<file path="config.mk">
export PLATFORM = sky130hd
export DESIGN_NAME = spi_master
export DESIGN_NICKNAME = d
export VERILOG_FILES = /design/src/rtl/spi_pkg.sv /design/src/rtl/spi_half_period_cnt.sv /design/src/rtl/spi_master.sv
export SDC_FILE = /design/constraint.sdc
export NUM_CORES = 1
export LEC_CHECK = 0
export ABC_AREA = 1
export CORE_MARGIN = 3
export CORE_UTILIZATION = 45
export DETAILED_ROUTE_END_ITERATION = 8
export GPL_TIMING_DRIVEN = 0
export PLACE_DENSITY = 0.81
export SLEW_MARGIN = 0
export SYNTH_ARGS = -nofsm -noshare
export SYNTH_HDL_FRONTEND = slang
export SYNTH_SLANG_ARGS = --single-unit
</file>
<file path="constraint.sdc">
create_clock -name clk -period 1.5 [get_ports clk]
set_clock_uncertainty 0.1 [all_clocks]
set_input_delay 0.375 -clock clk [delete_from_list [all_inputs] [get_ports clk]]
set_output_delay 0.375 -clock clk [all_outputs]
set_load 0.05 [all_outputs]
</file>
<file path="src/rtl/spi_pkg.sv">
// Shared types and constants for the byte-wide SPI initiator.
package spi_pkg;
    localparam int SPI_BYTE_W      = 8;
    localparam int SPI_CLK_DIV_MIN = 2;

    typedef enum logic [2:0] {
        IDLE,
        LEAD,
        HIGH,
        LOW,
        TRAIL
    } spi_state_e;
endpackage

</file>
<file path="src/rtl/spi_half_period_cnt.sv">
// Loadable down-counter; tc is high once the loaded count has fully elapsed.
module spi_half_period_cnt #(
    parameter int W = 4
) (
    input  logic         clk,
    input  logic         rst_n,
    input  logic         load,
    input  logic [W-1:0] load_val,
    output logic         tc
);
    logic [W-1:0] cnt_q, cnt_d;

    always_comb begin
        cnt_d = cnt_q;
        if (load) begin
            cnt_d = load_val;
        end else if (cnt_q != '0) begin
            cnt_d = cnt_q - 1'b1;
        end
    end

    always_ff @(posedge clk or negedge rst_n) begin
        if (!rst_n) begin
            cnt_q <= '0;
        end else begin
            cnt_q <= cnt_d;
        end
    end

    assign tc = (cnt_q == '0);
endmodule

</file>
<file path="src/rtl/spi_master.sv">
// Mode-0, LSB-first, 8-bit SPI initiator with optional chip-select hold
// across bytes. spi_clk, cs_n and mosi are all driven straight from flops.
module spi_master
    import spi_pkg::*;
#(
    parameter int CLK_DIV   = 4,
    parameter int LEAD_CYC  = CLK_DIV,
    parameter int TRAIL_CYC = CLK_DIV
) (
    input  logic                  clk,
    input  logic                  rst_n,
    input  logic                  start,
    input  logic [SPI_BYTE_W-1:0] tx_byte,
    input  logic                  cs_hold,
    output logic                  busy,
    output logic [SPI_BYTE_W-1:0] rx_byte,
    output logic                  rx_valid,
    output logic                  spi_clk,
    output logic                  cs_n,
    output logic                  mosi,
    input  logic                  miso
);
    localparam int MAX_A   = (CLK_DIV > LEAD_CYC) ? CLK_DIV : LEAD_CYC;
    localparam int MAX_CYC = (MAX_A > TRAIL_CYC) ? MAX_A : TRAIL_CYC;
    localparam int CNT_W   = $clog2(MAX_CYC);
    localparam int IDX_W   = $clog2(SPI_BYTE_W);

    localparam logic [CNT_W-1:0] DIV_LD   = CNT_W'(CLK_DIV - 1);
    localparam logic [CNT_W-1:0] LEAD_LD  = CNT_W'(LEAD_CYC - 1);
    localparam logic [CNT_W-1:0] TRAIL_LD = CNT_W'(TRAIL_CYC - 1);
    localparam logic [IDX_W-1:0] LAST_BIT = IDX_W'(SPI_BYTE_W - 1);

    if (CLK_DIV < SPI_CLK_DIV_MIN) begin : g_bad_clk_div
        $error("spi_master: CLK_DIV must be at least %0d", SPI_CLK_DIV_MIN);
    end
    if (LEAD_CYC < 1 || TRAIL_CYC < 1) begin : g_bad_lead_trail
        $error("spi_master: LEAD_CYC and TRAIL_CYC must be at least 1");
    end

    spi_state_e            state_q, state_d;
    logic                  pend_q, pend_d;
    logic                  hold_q, hold_d;
    logic [SPI_BYTE_W-1:0] tx_sh_q, tx_sh_d;
    logic [SPI_BYTE_W-1:0] rx_sh_q, rx_sh_d;
    logic [SPI_BYTE_W-1:0] rx_byte_q, rx_byte_d;
    logic [IDX_W-1:0]      bit_idx_q, bit_idx_d;
    logic [IDX_W-1:0]      bit_idx_inc;
    logic                  rx_valid_q, rx_valid_d;
    logic                  busy_q, busy_d;
    logic                  spi_clk_q, spi_clk_d;
    logic                  cs_n_q, cs_n_d;
    logic                  mosi_q, mosi_d;
    logic                  miso_s1_q, miso_s2_q;
    logic                  cnt_load;
    logic [CNT_W-1:0]      cnt_load_val;
    logic                  cnt_tc;

    spi_half_period_cnt #(.W(CNT_W)) u_half_cnt (
        .clk      (clk),
        .rst_n    (rst_n),
        .load     (cnt_load),
        .load_val (cnt_load_val),
        .tc       (cnt_tc)
    );

    assign bit_idx_inc = bit_idx_q + 1'b1;

    always_comb begin
        state_d      = state_q;
        pend_d       = pend_q;
        hold_d       = hold_q;
        tx_sh_d      = tx_sh_q;
        rx_sh_d      = rx_sh_q;
        rx_byte_d    = rx_byte_q;
        bit_idx_d    = bit_idx_q;
        rx_valid_d   = 1'b0;
        busy_d       = busy_q;
        spi_clk_d    = spi_clk_q;
        cs_n_d       = cs_n_q;
        mosi_d       = mosi_q;
        cnt_load     = 1'b0;
        cnt_load_val = DIV_LD;
        unique case (state_q)
            IDLE: begin
                // Capture on the accepting edge, launch the frame one edge later.
                if (pend_q) begin
                    pend_d       = 1'b0;
                    state_d      = LEAD;
                    cs_n_d       = 1'b0;
                    busy_d       = 1'b1;
                    mosi_d       = tx_sh_q[0];
                    cnt_load     = 1'b1;
                    cnt_load_val = LEAD_LD;
                end else if (start) begin
                    pend_d    = 1'b1;
                    tx_sh_d   = tx_byte;
                    hold_d    = cs_hold;
                    bit_idx_d = '0;
                end
            end
            LEAD, LOW: begin
                if (cnt_tc) begin
                    state_d   = HIGH;
                    spi_clk_d = 1'b1;
                    cnt_load  = 1'b1;
                end
            end
            HIGH: begin
                if (cnt_tc) begin
                    rx_sh_d[bit_idx_q] = miso_s2_q;
                    spi_clk_d          = 1'b0;
                    cnt_load           = 1'b1;
                    if (bit_idx_q == LAST_BIT) begin
                        state_d      = TRAIL;
                        cnt_load_val = TRAIL_LD;
                        rx_byte_d    = {miso_s2_q, rx_sh_q[SPI_BYTE_W-2:0]};
                        rx_valid_d   = 1'b1;
                    end else begin
                        state_d   = LOW;
                        bit_idx_d = bit_idx_inc;
                        mosi_d    = tx_sh_q[bit_idx_inc];
                    end
                end
            end
            TRAIL: begin
                if (cnt_tc) begin
                    state_d = IDLE;
                    busy_d  = 1'b0;
                    cs_n_d  = ~hold_q;
                end
            end
            default: state_d = IDLE;
        endcase
    end

    always_ff @(posedge clk or negedge rst_n) begin
        if (!rst_n) begin
            state_q    <= IDLE;
            pend_q     <= 1'b0;
            hold_q     <= 1'b0;
            tx_sh_q    <= '0;
            rx_sh_q    <= '0;
            rx_byte_q  <= '0;
            bit_idx_q  <= '0;
            rx_valid_q <= 1'b0;
            busy_q     <= 1'b0;
            spi_clk_q  <= 1'b0;
            cs_n_q     <= 1'b1;
            mosi_q     <= 1'b0;
            miso_s1_q  <= 1'b0;
            miso_s2_q  <= 1'b0;
        end else begin
            state_q    <= state_d;
            pend_q     <= pend_d;
            hold_q     <= hold_d;
            tx_sh_q    <= tx_sh_d;
            rx_sh_q    <= rx_sh_d;
            rx_byte_q  <= rx_byte_d;
            bit_idx_q  <= bit_idx_d;
            rx_valid_q <= rx_valid_d;
            busy_q     <= busy_d;
            spi_clk_q  <= spi_clk_d;
            cs_n_q     <= cs_n_d;
            mosi_q     <= mosi_d;
            miso_s1_q  <= miso;
            miso_s2_q  <= miso_s1_q;
        end
    end

    assign busy     = busy_q;
    assign rx_byte  = rx_byte_q;
    assign rx_valid = rx_valid_q;
    assign spi_clk  = spi_clk_q;
    assign cs_n     = cs_n_q;
    assign mosi     = mosi_q;
endmodule

</file>
# --- Word-level counts from Yosys, hierarchy flattened ---
# Cells that the tools add are included.
totals:
  register_bits: 41
  wordCells: 90
  in_bits: 13
  out_inout_bits: 13
classes:
  n_mux: 38
  n_lt_le_gt_ge: 3
  eq_ne: 12
  addsub: 2
  bitwise: 2
  reduce_logical: 18
ops:
  columns: ["operator", "count"]
  rows:
  - ["$mux 3", 9]
  - ["$mux 1", 17]
  - ["$ne 2x2->1 const B", 7]
  - ["$pmux 3 s4", 1]
  - ["$reduce_and 3->1", 4]
  - ["$pmux 1 s2", 5]
  - ["$reduce_bool 2->1", 5]
  - ["$bwmux 8", 1]
  - ["$lt 3x4->1 const B", 2]
  - ["$reduce_and 4->1", 2]
  - ["$eq 3x2->1 const B", 2]
  - ["$eq 3x3->1 const B", 2]
  - ["$pmux 3 s2", 1]
  - ["$reduce_and 5->1", 1]
  - ["$mux 2", 2]
  - ["$add 3x1->3 const B", 1]
  - ["$bmux 1 s3", 1]
  - ["$demux 1 s3", 1]
  - ["$eq 3x1->1 const B", 1]
  - ["$ge 3x1->1 const B", 1]
  - ["$logic_not 3->1", 1]
  - ["$reduce_or 3->1", 1]
  - ["$logic_not 2->1", 1]
  - ["$not 1->1", 2]
  - ["other kinds (4)", 4]

# --- Depth between registers and ports, before layout ---
# Gate-level depths: netlist of run 1.
logic_depth:
  ltp_word: 6
  depth_mapped: 10
  depth_no_buf: 9

# --- Cells and area by module ---
# Synthesis of run 1 repeated with hierarchy kept, for this count alone.
hier_totals:
  hier_cells: 223
  area_unflattened_um2: 1941.9
by_module_without_submodules:
  columns: ["mod", "n_inst", "seq_area_each_um2", "cells_per_inst", "area_per_inst_um2"]
  rows:
  - ["spi_master", 1, 952.2, 206, 1821.7]
  - ["spi_half_period_cnt", 1, 50.0, 17, 120.1]

# --- Worst setup path before layout of run 1 ---
# Ideal clock, no wire load.
synth_path:
  kind: "reg-to-reg"
  start: "register bit_idx_q[1]"
  end: "register bit_idx_q[0]"
  period_less_slack_ps: 1439
  arrival_time_ps: 1219
  t_required_ps: 1279
  path_stages_with_launch: 7
  slack_ps: 61
  n_path_buf: 0
  setup_ps: 121
  path_cell_list: "dfrtp_1 -> ha_1 -> ha_1 -> o21ai_4 -> nand3_2 -> nand2_1 -> o21ai_1"
synth_via:
  elab_chain_len: 3
synth_rtl:
  columns: ["element", "line_no", "text"]
  rows:
  - ["from (decl)", "spi_master.sv:46", "logic [IDX_W-1:0] bit_idx_q, bit_idx_d;"]
  - ["from (signal assigned)", "spi_master.sv:159", "bit_idx_q <= bit_idx_d;"]
  - ["$eq 3x3->1", "spi_master.sv:113", "if (bit_idx_q == LAST_BIT) begin"]
  - ["$ne 2x2->1 (no source line)", null, null]
  - ["$reduce_and 5->1 (no source line)", null, null]
# No other way between the ends.
# A chain may end at the register's enable or synchronous reset.

# --- Final worst setup path of run 1 ---
layout_path:
  start: "register u_half_cnt.cnt_q[0]"
  end: "register rx_sh_q[2]"
layout_via:
  elab_chain_len: 2
layout_rtl:
  columns: ["element", "line_no", "text"]
  rows:
  - ["from (decl)", "spi_half_period_cnt.sv:11", "logic [W-1:0] cnt_q, cnt_d;"]
  - ["from (signal assigned)", "spi_half_period_cnt.sv:26", "cnt_q <= cnt_d;"]
  - ["$logic_not 2->1", "spi_half_period_cnt.sv:30", "assign tc = (cnt_q == '0);"]
  - ["$reduce_and 2->1 (no source line)", null, null]
  - ["to (signal assigned)", "spi_master.sv:157", "rx_sh_q <= rx_sh_d;"]
  - ["to (decl)", "spi_master.sv:44", "logic [SPI_BYTE_W-1:0] rx_sh_q, rx_sh_d;"]
# No other way between the ends.

==> impl_metrics.toml, run 1 <==
[status]
status = "complete, but fails checks"
violations = "negative setup slack"

[logic_synthesis]
ys_types = 24
synth.area.mux_share = 0
yosys.area.top_type_share = 0.5253
synth_nets = 228
yosys.area_share.simple = 0.2424
synth_top_family_by_area = "simple AND/OR/NAND/NOR gates"
synth_area_leaders = "dfrtp_1 (53%), nand2_1 (13%), inv_1 (4.0%)"
postSynthCellCount = 212
syn-cell-area_um2 = 1858
ys_seq_elements = 40
yosysSeqAreaShare = 0.5394
yosysWarningCount = 0
synthXorXnorAreaFrac = 0
synth_area_leader_cell = "dfrtp_1"
synth_adder_area_share = 0.02020
avgSynthCellArea_um2 = 8.764
synth_compound_area_frac = 0.1239

[layout]
final_cell_mix = "nand2_1 (61), dfrtp_1 (38), inv_1 (18)"
finish.utilization = 0.6292
fin_nets = 272
drive_above_1_share = 0.3074
antenna_cells = 0
final_common_cell = "nand2_1"
area_growth_pct = 29.56
fillers = 323

[floorplan]
start_util = 0.4856
die_y_um = 70.26
fp-row-count = 22
dieArea_um2 = 4936
die_w_um = 70.26
coreArea_um2 = 3826
ioPinCount = 26

[routing]
drt-total-wl_mm = 3.827
num_vias = 1503
wl_per_cell_um = 12.55
initialDrtViolationCount = 80
firstDrtPassIters = 4
postRouteAntennaNets = 0
drc = 0
viasPerCell = 4.928

[place]
io_buffers = 25
dp_hpwl_mm = 2.338
place_congestion = 0.8444

[sta]
fin_ws_ns = -0.03675
finalSetupViolations = 4
max_slew.worst_pin.slew_ns = 0.8653
maxSlewHeadroom = 0.4231
fmax_mhz = 650.7
setup_tns_ns = -0.09254
grt_setup_unrepaired = "yes"
maxSlewViolCount = 0
post-route-period-util = 1.024
min_period_ns = 1.537
hold_viol = 0

[global_route]
grt_usage = 0.1556
antenna_found_initial = 0
grt.overflow.total = 0
grt_max_degree = 41
grt_pass1_wl_mm = 6.265
grt_pass1_vias = 1430

[run]
cap_viol_max_count = 0

[worst_setup_path]
end_kind = "flip-flop"
r2r_slack_ns = -0.04
worst_ep_required_time_ns = 1.57
r2r-start = "u_half_cnt.cnt_q[0]$_DFFE_PN0P_"
rr_endpoint = "rx_sh_q[2]$_DFFE_PN0P_"
cp_max_fo = 8
cp-start-kind = "flip-flop"
r2r.worst_path.cells = 8
path_class = "reg -> reg"
cp.arrival_ns = 1.61

[cts]
cts_tree = "yes"
cts_made_buffers = 5
cts_root_buffer = "clkbuf_8"
cts.path.max_buffers = 2
clock_latency_ns = 0.29
clkTransAtPathRegs_ns = 0.07
cts.sinks = 40
cts_max_level = 2

[power]
vdd_drop_max_mv = 0.5629
leakage_nw = 1.138
powerDensity_nw_per_um2 = 806.6

[hold_path]
hp-class = "in -> async"
synthesized netlist by cell type:
library cell	count
o21ai_2	5
buf_6	1
a21oi_2	4
nand3_4	2
o21ai_1	14
inv_1	20
buf_2	3
dfrtp_1	39
o21ai_0	8
nor2_4	2
dfstp_2	1
o211ai_1	1
nand2_2	1
o21ai_4	1
nor2_1	15
nand4_1	2
nand3_2	1
inv_2	8
o21a_1	1
inv_4	1
nand3_1	15
nand2_1	62
a21oi_1	2
ha_1	3
power by group:
group | switching [mW] | leakage [nW] | total [mW] | internal (mW)
Combinational | 0.0724 | 0.631 | 0.112 | 0.0400
Sequential | 0.00796 | 0.462 | 1.10 | 1.10
Clock | 0.351 | 0.0455 | 0.726 | 0.375
Total | 0.431 | 1.14 | 1.94 | 1.51
metal layers:
layer  routed length (um)  vias to the layer above  track usage  part of all wire
li1                     -                      761            -                 -
met1                 1794                      706       0.1987              0.47
met2                 1834                       31       0.2568              0.48
met3                  166                        5      0.04173             0.043
met4                   30                        0      0.04681            0.0078
met5                    0                        -            0                 0
area by class of cell:
cell class | count | area (um2) | area share
flip-flops and latches | 40 | 1003 | 0.4168
multi-input cells | 140 | 810.8 | 0.3368
repair buffers | 36 | 279.0 | 0.1159
inverters | 29 | 121.4 | 0.05042
clock buffers | 8 | 90.09 | 0.03742
well taps | 48 | 60.06 | 0.02495
plain buffers | 4 | 42.54 | 0.01767
stage by stage:
stage	area [um2]	hold WS [ns]	power, mW	setup slack, ns	std cells
2_1_floorplan	1858	-0.02059	1.173	0.06081	212
3_3_place_gp	2168	0.2339	1.245	-0.9980	285
3_5_place_dp	2163	0.2355	1.245	-0.2757	285
4_1_cts	2321	0.1315	1.961	0.002245	297
5_1_grt	2407	0.1707	2.015	-0.1367	305
6_report	2407	0.09719	1.942	-0.03675	305
state kept, by name, summed over array words and instances (netlist names), 2 cells and up:
signal / cells
bit_idx_q: 3
state_q: 3
rx_byte: 8
tx_sh_q: 8
rx_sh_q: 7
u_half_cnt.cnt_q: 2
critical path, cell delays in order (launching register included):
cell     delay [ns]
dfrtp_1        0.40
inv_2          0.08
ha_4           0.13
buf_6          0.13
inv_8          0.04
nor2_4         0.24
nand3_2        0.15
nand2_2        0.10
o21ai_2        0.05
logic make-up after synthesis:
group,after synthesis
AOI/OAI and AO/OA,36
adders and majority gates,3
DFF,40
and+or+nand+nor,100
buffers and inverters,33
what timing repair did:
item                       in CTS  in global routing
gates resized for setup        53                 42
gates cloned                    0                  2
hold buffers                    0                  0
setup endpoints to repair      35                 35
pin swaps                       2                  9
setup buffers                   4                  6
worst max-delay path by stage:
stage                                         start                  endpoint  cells past startpoint
floorplan                  bit_idx_q[1]$_DFFE_PN0P_  bit_idx_q[0]$_DFFE_PN0P_                      6
global placement                              rst_n       miso_s1_q$_DFF_PN0_                      1
detailed placement                 cs_n$_DFFE_PN1P_                      cs_n                      1
CTS                        bit_idx_q[1]$_DFFE_PN0P_  bit_idx_q[0]$_DFFE_PN0P_                      6
global route        u_half_cnt.cnt_q[0]$_DFFE_PN0P_    rx_sh_q[6]$_DFFE_PN0P_                      8
finish              u_half_cnt.cnt_q[0]$_DFFE_PN0P_    rx_sh_q[2]$_DFFE_PN0P_                      8
(Power assumes the default switching activity.)
==> run 2: changes to the inputs <==
- CAP_MARGIN: default -> 20
- CORE_UTILIZATION: 45 -> 37
- PLACE_DENSITY: 0.81 -> 0.71
==> run 2 against run 1 <==
Compared with the run above: the run now ends clean; worst hold slack worse by 0.0082 ns; largest power group unchanged; via count down 1.5%; critical endpoint is now cs_n; clock power up 28%; die area up 20%; first-iteration DRC count up 90%; register-to-register slack better by 0.097 ns; final cell count up 5.6%; sequential cell count unchanged; critical path depth shrank 7; worst setup slack better by 0.077 ns; sequential power is essentially flat; clock-buffer cell count fell by 2.
==> impl_metrics.toml, run 2 (synthesis results as in run 1) <==
[status]
status = "completed"

[worst_setup_path]
cp.arrival_ns = 0.98
worst_path_largest_cell_delay_ns = 0.54
setup.worst_path.start = "cs_n$_DFFE_PN1P_"
cp-start-kind = "flip-flop"
crit_family = "flip-flops"
path_buf_inv = 1
r2r-start = "bit_idx_q[0]$_DFFE_PN0P_"
critPathSlowestCell = "dfstp_2"
worst_ep_required_time_ns = 1.02
end_kind = "primary output"
path_class = "reg -> out"
worstPathCellList = "buf_6"
cp_max_fo = 2

[routing]
wirelength_met1_mm = 1.657
drt-total-wl_mm = 3.644
maxUsedRoutingLayer = "met4"
viasPerCell = 4.596
routed-wl-met3_um = 215
postRouteAntennaNets = 0
drc = 0
initialDrtViolationCount = 152
wl_met2_mm = 1.750
firstDrtPassIters = 4
wl_per_cell_um = 11.32
num_vias = 1480

[cts]
hold_buffers = 0
clock_latency_ns = 0.30
cts_made_buffers = 5
cts.sinks = 40
cts_max_level = 2
cts_tree = "yes"
cts_root_buffer = "clkbuf_8"
cts.path.max_buffers = 2
clkTransAtPathRegs_ns = 0.08

[layout]
antenna_cells = 0
final_cell_mix = "nand2_1 (62), dfrtp_1 (38), inv_1 (18)"
area_growth_pct = 29.36
fin_nets = 270
final_common_cell = "nand2_1"
drive_above_1_share = 0.2745
design_area_um2 = 2404

[floorplan]
die_y_um = 76.87
fp-row-count = 25
coreArea_um2 = 4786
ioPinCount = 26
die_w_um = 76.87
dieArea_um2 = 5908
start_util = 0.3882

[global_route]
grt.overflow.total = 0
grt_pass1_vias = 1417
grt_usage = 0.1290
grt_max_degree = 41
antenna_found_initial = 0
grt_pass1_wl_mm = 6.085

[sta]
grt_setup_unrepaired = "yes"
hold_slack_ns = 0.08902
max_slew.worst_pin.slew_ns = 0.8733
min_period_ns = 1.460
hold_viol = 0
maxSlewViolCount = 0
post-route-period-util = 0.9733
maxSlewHeadroom = 0.4178
fmax_mhz = 685.0
finalSetupViolations = 0

[place]
io_buffers = 25
dp_hpwl_mm = 2.370
place_area_um2 = 2187
place_congestion = 0.7907

[power]
leakage_nw = 1.154
powerDensity_nw_per_um2 = 890.4
finalPower_mw = 2.140
vdd_drop_max_mv = 0.6899

[run]
cap_viol_max_count = 0

[hold_path]
hp-class = "in -> async"
run 2: path summary, 6_finish.rpt:
path                                                  to  slack (ns)  depth (start not counted)
max in group asynchronous         state_q[1]$_DFFE_PN0P_        0.62                          1
worst min register to register       miso_s2_q$_DFF_PN0_        0.25                          0
worst min-delay path              tx_sh_q[5]$_DFFE_PN0P_        0.09                          1
min in group clk                     miso_s2_q$_DFF_PN0_        0.25                          0
worst max register to register  bit_idx_q[2]$_DFFE_PN0P_        0.06                          8
worst max-delay path                                cs_n        0.04                          1
run 2: metal layers:
layer	vias to the layer above	track usage
met5	-	0
met2	34	0.2099
met4	0	0.05435
li1	764	-
met3	2	0.04460
met1	680	0.1548
run 2: what timing repair did:
| item | 4_1_cts | 5_1_grt |
|---|---|---|
| endpoints found under the hold margin | 0 | 0 |
| pin swaps | 7 | 7 |
| endpoints found under the setup margin | 35 | 25 |
| setup buffers | 6 | 4 |
| gates resized for setup | 73 | 10 |
| cloned | 0 | 1 |
run 2: final cells by class:
type	instances	area, um2
clock inverter	2	38.79
tap	67	83.83
clock buffer	6	82.58
timing repair buffer	35	282.8
sequential	40	1003
multi-input combinational	140	768.2
buffer	3	27.53
inverter	29	116.4
fill	450	2382
run 2: metrics by stage:
step	std cells	setup TNS [ns]	setup WS [ns]	util
after floorplan	212	0	0.06081	-
after global placement	304	-43.62	-1.027	0.4580
after detailed placement	304	-3.378	-0.2781	0.4570
after CTS	318	0	0.001261	0.4897
after global routing	322	-0.05126	-0.01867	0.5022
final	322	0	0.04007	0.5022
run 2: report_power, final:
group / leakage [nW] / internal (mW) / switching, mW / total, mW
clock network: 0.0614 / 0.544 / 0.383 / 0.927
registers: 0.462 / 1.10 / 0.00772 / 1.10
logic: 0.631 / 0.0393 / 0.0712 / 0.111
